### src/rtl/spike_inference_ctrl.sv
// Inference sequencer for the SNN core: buffers input samples, paces them into
// the core on request, counts output spikes and reports the argmax class.
module spike_inference_ctrl #(
  parameter int unsigned IN_W       = 8,
  parameter int unsigned OUT_N      = 2,
  parameter int unsigned CLS_W      = 1,
  parameter int unsigned FIFO_DEPTH = 4,
  parameter int unsigned N_SAMPLES  = 3,
  parameter int unsigned CNT_W      = 8
) (
  input  logic             clk,
  input  logic             rst_n,
  input  logic             s_valid,
  output logic             s_ready,
  input  logic [IN_W-1:0]  s_data,
  output logic             net_start,
  input  logic             net_ready,
  input  logic             net_sample,
  output logic             net_sample_ready,
  output logic [IN_W-1:0]  net_in_spikes,
  input  logic [OUT_N-1:0] net_out_spikes,
  output logic             res_valid,
  input  logic             res_ready,
  output logic [CLS_W-1:0] res_class,
  output logic [CNT_W-1:0] res_count,
  output logic             busy,
  output logic             err_underrun
);

  localparam int unsigned PTR_W = $clog2(FIFO_DEPTH);
  localparam int unsigned OCC_W = PTR_W + 1;
  localparam int unsigned IDX_W = $clog2(N_SAMPLES + 1);

  typedef enum logic [2:0] {IDLE, START, RUN, DRAIN, DONE} state_t;

  state_t           state_q, state_d;
  logic [IN_W-1:0]  mem_q [FIFO_DEPTH];
  logic [PTR_W-1:0] wr_ptr_q, wr_ptr_d, rd_ptr_q, rd_ptr_d;
  logic [OCC_W-1:0] occ_q, occ_d;
  logic [IDX_W-1:0] idx_q, idx_d;
  logic [CNT_W-1:0] cnt_q [OUT_N];
  logic [CNT_W-1:0] cnt_d [OUT_N];
  logic             err_q, err_d;
  logic [CLS_W-1:0] res_class_q, res_class_d;
  logic [CNT_W-1:0] res_count_q, res_count_d;
  logic [CLS_W-1:0] best_idx;
  logic [CNT_W-1:0] best_cnt;

  logic empty, full, push, pop, underrun;

  assign empty    = (occ_q == '0);
  assign full     = (occ_q == OCC_W'(FIFO_DEPTH));
  assign push     = s_valid && !full;
  assign pop      = (state_q == RUN) && net_sample && !empty;
  assign underrun = (state_q == RUN) && net_sample && empty;

  assign s_ready          = !full;
  assign net_in_spikes    = empty ? '0 : mem_q[rd_ptr_q];
  assign net_sample_ready = (state_q == RUN) && !empty;
  assign net_start        = (state_q == START);
  assign res_valid        = (state_q == DONE);
  assign busy             = (state_q != IDLE);
  assign err_underrun     = err_q;
  assign res_class        = res_class_q;
  assign res_count        = res_count_q;

  always_ff @(posedge clk) begin
    if (push) mem_q[wr_ptr_q] <= s_data;
  end

  always_comb begin
    wr_ptr_d = wr_ptr_q;
    rd_ptr_d = rd_ptr_q;
    occ_d    = occ_q;
    if (push) wr_ptr_d = wr_ptr_q + PTR_W'(1);
    if (pop)  rd_ptr_d = rd_ptr_q + PTR_W'(1);
    case ({push, pop})
      2'b10:   occ_d = occ_q + OCC_W'(1);
      2'b01:   occ_d = occ_q - OCC_W'(1);
      default: occ_d = occ_q;
    endcase
  end

  always_comb begin
    state_d     = state_q;
    idx_d       = idx_q;
    cnt_d       = cnt_q;
    err_d       = err_q | underrun;
    res_class_d = res_class_q;
    res_count_d = res_count_q;
    best_idx    = '0;
    best_cnt    = '0;

    if (state_q == RUN || state_q == DRAIN) begin
      for (int unsigned i = 0; i < OUT_N; i++) begin
        if (net_out_spikes[i] && cnt_q[i] != '1) cnt_d[i] = cnt_q[i] + CNT_W'(1);
      end
    end

    // Argmax runs on the updated counts so a spike in the final DRAIN cycle is included;
    // strict compare keeps the lowest index on ties.
    for (int unsigned i = 0; i < OUT_N; i++) begin
      if (cnt_d[i] > best_cnt) begin
        best_cnt = cnt_d[i];
        best_idx = CLS_W'(i);
      end
    end

    case (state_q)
      IDLE: if (!empty && net_ready) state_d = START;
      START: begin
        idx_d = '0;
        for (int unsigned i = 0; i < OUT_N; i++) cnt_d[i] = '0;
        state_d = RUN;
      end
      RUN: begin
        if (pop) begin
          idx_d = idx_q + IDX_W'(1);
          if (idx_q == IDX_W'(N_SAMPLES - 1)) state_d = DRAIN;
        end
      end
      DRAIN: begin
        if (net_ready) begin
          res_class_d = best_idx;
          res_count_d = best_cnt;
          state_d     = DONE;
        end
      end
      DONE: if (res_ready) state_d = IDLE;
      default: state_d = IDLE;
    endcase
  end

  always_ff @(posedge clk or negedge rst_n) begin
    if (!rst_n) begin
      state_q     <= IDLE;
      wr_ptr_q    <= '0;
      rd_ptr_q    <= '0;
      occ_q       <= '0;
      idx_q       <= '0;
      err_q       <= 1'b0;
      res_class_q <= '0;
      res_count_q <= '0;
      for (int unsigned i = 0; i < OUT_N; i++) cnt_q[i] <= '0;
    end else begin
      state_q     <= state_d;
      wr_ptr_q    <= wr_ptr_d;
      rd_ptr_q    <= rd_ptr_d;
      occ_q       <= occ_d;
      idx_q       <= idx_d;
      err_q       <= err_d;
      res_class_q <= res_class_d;
      res_count_q <= res_count_d;
      cnt_q       <= cnt_d;
    end
  end

endmodule
### config.mk
export PLATFORM = sky130hd
export DESIGN_NAME = spike_inference_ctrl
export DESIGN_NICKNAME = d
export VERILOG_FILES = /design/src/rtl/spike_inference_ctrl.sv
export SDC_FILE = /design/constraint.sdc
export NUM_CORES = 1
export LEC_CHECK = 0
export CELL_PAD_IN_SITES_DETAIL_PLACEMENT = 2
export CELL_PAD_IN_SITES_GLOBAL_PLACEMENT = 2
export CORE_MARGIN = 2
export CORE_UTILIZATION = 35
export CTS_BUF_LIST = sky130_fd_sc_hd__clkbuf_4 sky130_fd_sc_hd__clkbuf_8
export DETAILED_ROUTE_END_ITERATION = 16
export PLACE_DENSITY = 0.73
export SLEW_MARGIN = 10
export SYNTH_ARGS = -nofsm -noshare
export SYNTH_HDL_FRONTEND = slang
export SYNTH_SLANG_ARGS = --single-unit
### constraint.sdc
create_clock -name clk -period 2.7 [get_ports clk]
set_input_delay 0.54 -clock clk [delete_from_list [all_inputs] [get_ports clk]]
set_output_delay 0.54 -clock clk [all_outputs]
set_load 0.02 [all_outputs]
==> results.cfg <==
[critical_path]
r2r-start = cnt_q[4]$_DFF_PN0_
criticalPathCategory = reg2reg
r2r_cells = 11
worstPathMaxFanout = 6
arrival_ns = 3.36
start_kind = register
crit_path_end_kind = register
cp_data_required_time_ns = 2.96
reg2reg_slack_ns = -0.40
r2r_end = res_count[1]$_DFFE_PN0P_

[yosys]
synth_cells = 296
synthArstFlopShare = 0.543
synth-edff-count = 32
ys.flop_type = dfrtp_1
ys_warn_count = 0
synth.top_cell.area_share = 0.277
synth_seq_cells = 70
ys_seq_area_frac = 0.550
syn_area_per_cell_sq_um = 11.7
synth_cell_types = 51
yosysTopAreaCell = edfxtp_1
syn-num-nets = 329
synth.cell_area_sq_um = 3470
synth.area.top_cells = edfxtp_1 28%, dfrtp_1 27%, ha_1 5.8%
yosys-top-cells-count = 38 x dfrtp_1, 32 x edfxtp_1, 27 x nor2_1
yosysMostFrequentCell = dfrtp_1

[sta]
max_freq_mhz = 322
rsz0062_at_grt = true
finalHoldViolCount = 0
finalSetupViolations = 9
finalCritPeriodShare = 1.15
worst_slew_margin_rel = 0.406
post-route-min-period_ns = 3.10
drv_slew = 0
final.setup.worst_slack_ns = -0.402
clock_skew_ns = 0.00988
setup_tns_ns = -3.06
worst_pin_slew_ns = 0.891

[power]
power_density_nw_per_um2 = 1290
p_switching_mw = 2.77
internal-power_mw = 3.61
switching_share = 0.434
pwr-share-seq = 0.263
clockPowerShare = 0.133
p_total_mw = 6.38
comb_power_share = 0.604
power_leakage_nw = 2.10
peakVddDrop_mv = 0.467

[final_layout]
syn_to_final_growth_pct = 42.0
finish.utilization = 0.509
fill_cells = 956
fin_nets = 438
layout.cells.non_filler = 543
drive_above_1_share = 0.332
fin_area_sq_um = 4930
regArea_sq_um = 1910
multi_input_area_sq_um = 1680
antenna_cells = 0

[place]
placed_area_sq_um = 4460
dp_cells = 516
gp_congestion = 0.766
hpwl_mm = 7.43
port_buffers = 38

[floorplan]
die_h_um = 104
num_rows = 36
io_pins = 39
core_area_sq_um = 9680
die_area_sq_um = 10700
die_x_um = 104
start_util = 0.359

[clock_tree]
cts_tree = yes
htreeDepth = 3
clk_path_buf_depth = 2
numCtsBuffers = 9
cts_root_buf = clkbuf_8
cts.sinks = 70
clk_pin_slew_ns = 0.09
clk_latency_ns = 0.37
hold_buffers = 0

[run]
cap_violations = 0

[routing]
routedWlPerCell_um = 22.2
drt_iter0_markers = 90
drt_pass1_iterations = 6
wl_mm = 12.1
drc_errors = 0
ant_nets = 0
viasPerCell = 5.27
vias = 2863

[grt]
grt_max_degree = 39
use_met3 = 0.0516
grt_util_met2 = 0.407
grt_first_pass_wirelength_mm = 17.3
grt_overflow = 0
met1_usage = 0.214
gr-usage-all-layers = 0.211
grt_pass1_vias = 3273
antenna_found_initial = 0
grt-busiest-layer = met2

[run_status]
outcome = finished, violations left
violations = setup timing

[worst_hold_path]
hold_path.class = in2async
power by group through the flow:
stage	clock, mW	combinational, mW	sequential, mW
global route	0.903	4.14	1.71
finish	0.849	3.85	1.68
floorplan	0	1.76	1.69
CTS	0.857	3.45	1.67
detailed placement	0	3.15	1.69
global placement	0	3.01	1.65
sequential cells by signal, summed over array words and instances, names as in the netlist:
register and flops:
mem_q 32, cnt_q 16, res_count 8, occ_q 3
state_q 3, idx_q 2, rd_ptr_q 2, wr_ptr_q 2
err_underrun 1, res_class 1
critical path: stages (launching register included):
cell	delay, ns
dfrtp_1	0.40
buf_4	0.14
nand4_1	0.22
nor4_2	0.50
xnor2_1	0.32
ha_1	0.37
a21oi_1	0.24
o21ai_2	0.13
buf_4	0.16
a21oi_4	0.23
o21ai_2	0.10
a22o_1	0.18
kinds of logic after synthesis:
kind of cell,synth area share
muxes,0.0677
xor gates and xnor gates,0.0303
DFF,0.550
adders and majority gates,0.0634
AOI/OAI and AO/OA,0.106
buffers and inverters,0.0335
and+or+nand+nor,0.148
final cells by class:
type,instances,area share
Sequential cell,70,0.388
Multi-Input combinational cell,197,0.341
Timing Repair Buffer,109,0.186
Tap cell,133,0.0337
Clock buffer,9,0.0251
Inverter,18,0.0137
Clock inverter,7,0.0127
cells in the final DEF (no fill, tap or decap), types with 5 or more instances in the layout:
cell type and n:
buf_4 68, dfrtp_1 38, edfxtp_1 32, clkdlybuf4s50_1 28, nor2_1 24, inv_1 18, nand2_1 15, nor2b_1 12
ha_1 11, clkbuf_8 9, mux4_2 8, nand3_1 7, xnor2_1 7, a21oi_1 7, and3_1 6, dlygate4sd2_1 6
a21o_1 5, o21ai_0 5
repair_timing:
action | 4_1_cts | 5_1_grt
gates resized for setup | 27 | 26
endpoints found under the hold margin | 0 | 0
pin swaps | 10 | 19
endpoints found under the setup margin | 13 | 13
cloned | 1 | 0
setup buffers | 4 | 6
layer usage:
layer,vias to the layer above,share of wire
met3,45,0.031
met4,0,0.049
li1,1290,-
met5,-,0
met1,1462,0.37
met2,66,0.55
how the worst max path moves through the flow:
stage	from	endpoint	slack, ns	cells after the start
3_3_place_gp	net_out_spikes[0]	res_count[0]$_DFFE_PN0P_	-0.61	11
2_1_floorplan	cnt_q[0]$_DFF_PN0_	res_count[3]$_DFFE_PN0P_	-0.02	11
5_1_grt	cnt_q[4]$_DFF_PN0_	res_count[1]$_DFFE_PN0P_	-0.45	11
3_5_place_dp	net_out_spikes[0]	res_count[0]$_DFFE_PN0P_	-0.78	11
4_1_cts	cnt_q[0]$_DFF_PN0_	res_count[0]$_DFFE_PN0P_	-0.17	10
6_report	cnt_q[4]$_DFF_PN0_	res_count[1]$_DFFE_PN0P_	-0.40	11
metrics by stage:
stage               setup slack, ns  hold slack [ns]
finish                       -0.402            0.290
global route                 -0.445            0.360
CTS                          -0.175            0.337
detailed placement           -0.781            0.459
global placement             -0.607            0.453
floorplan                   -0.0246            0.244
No activity file was read; power rests on OpenSTA's default activity.
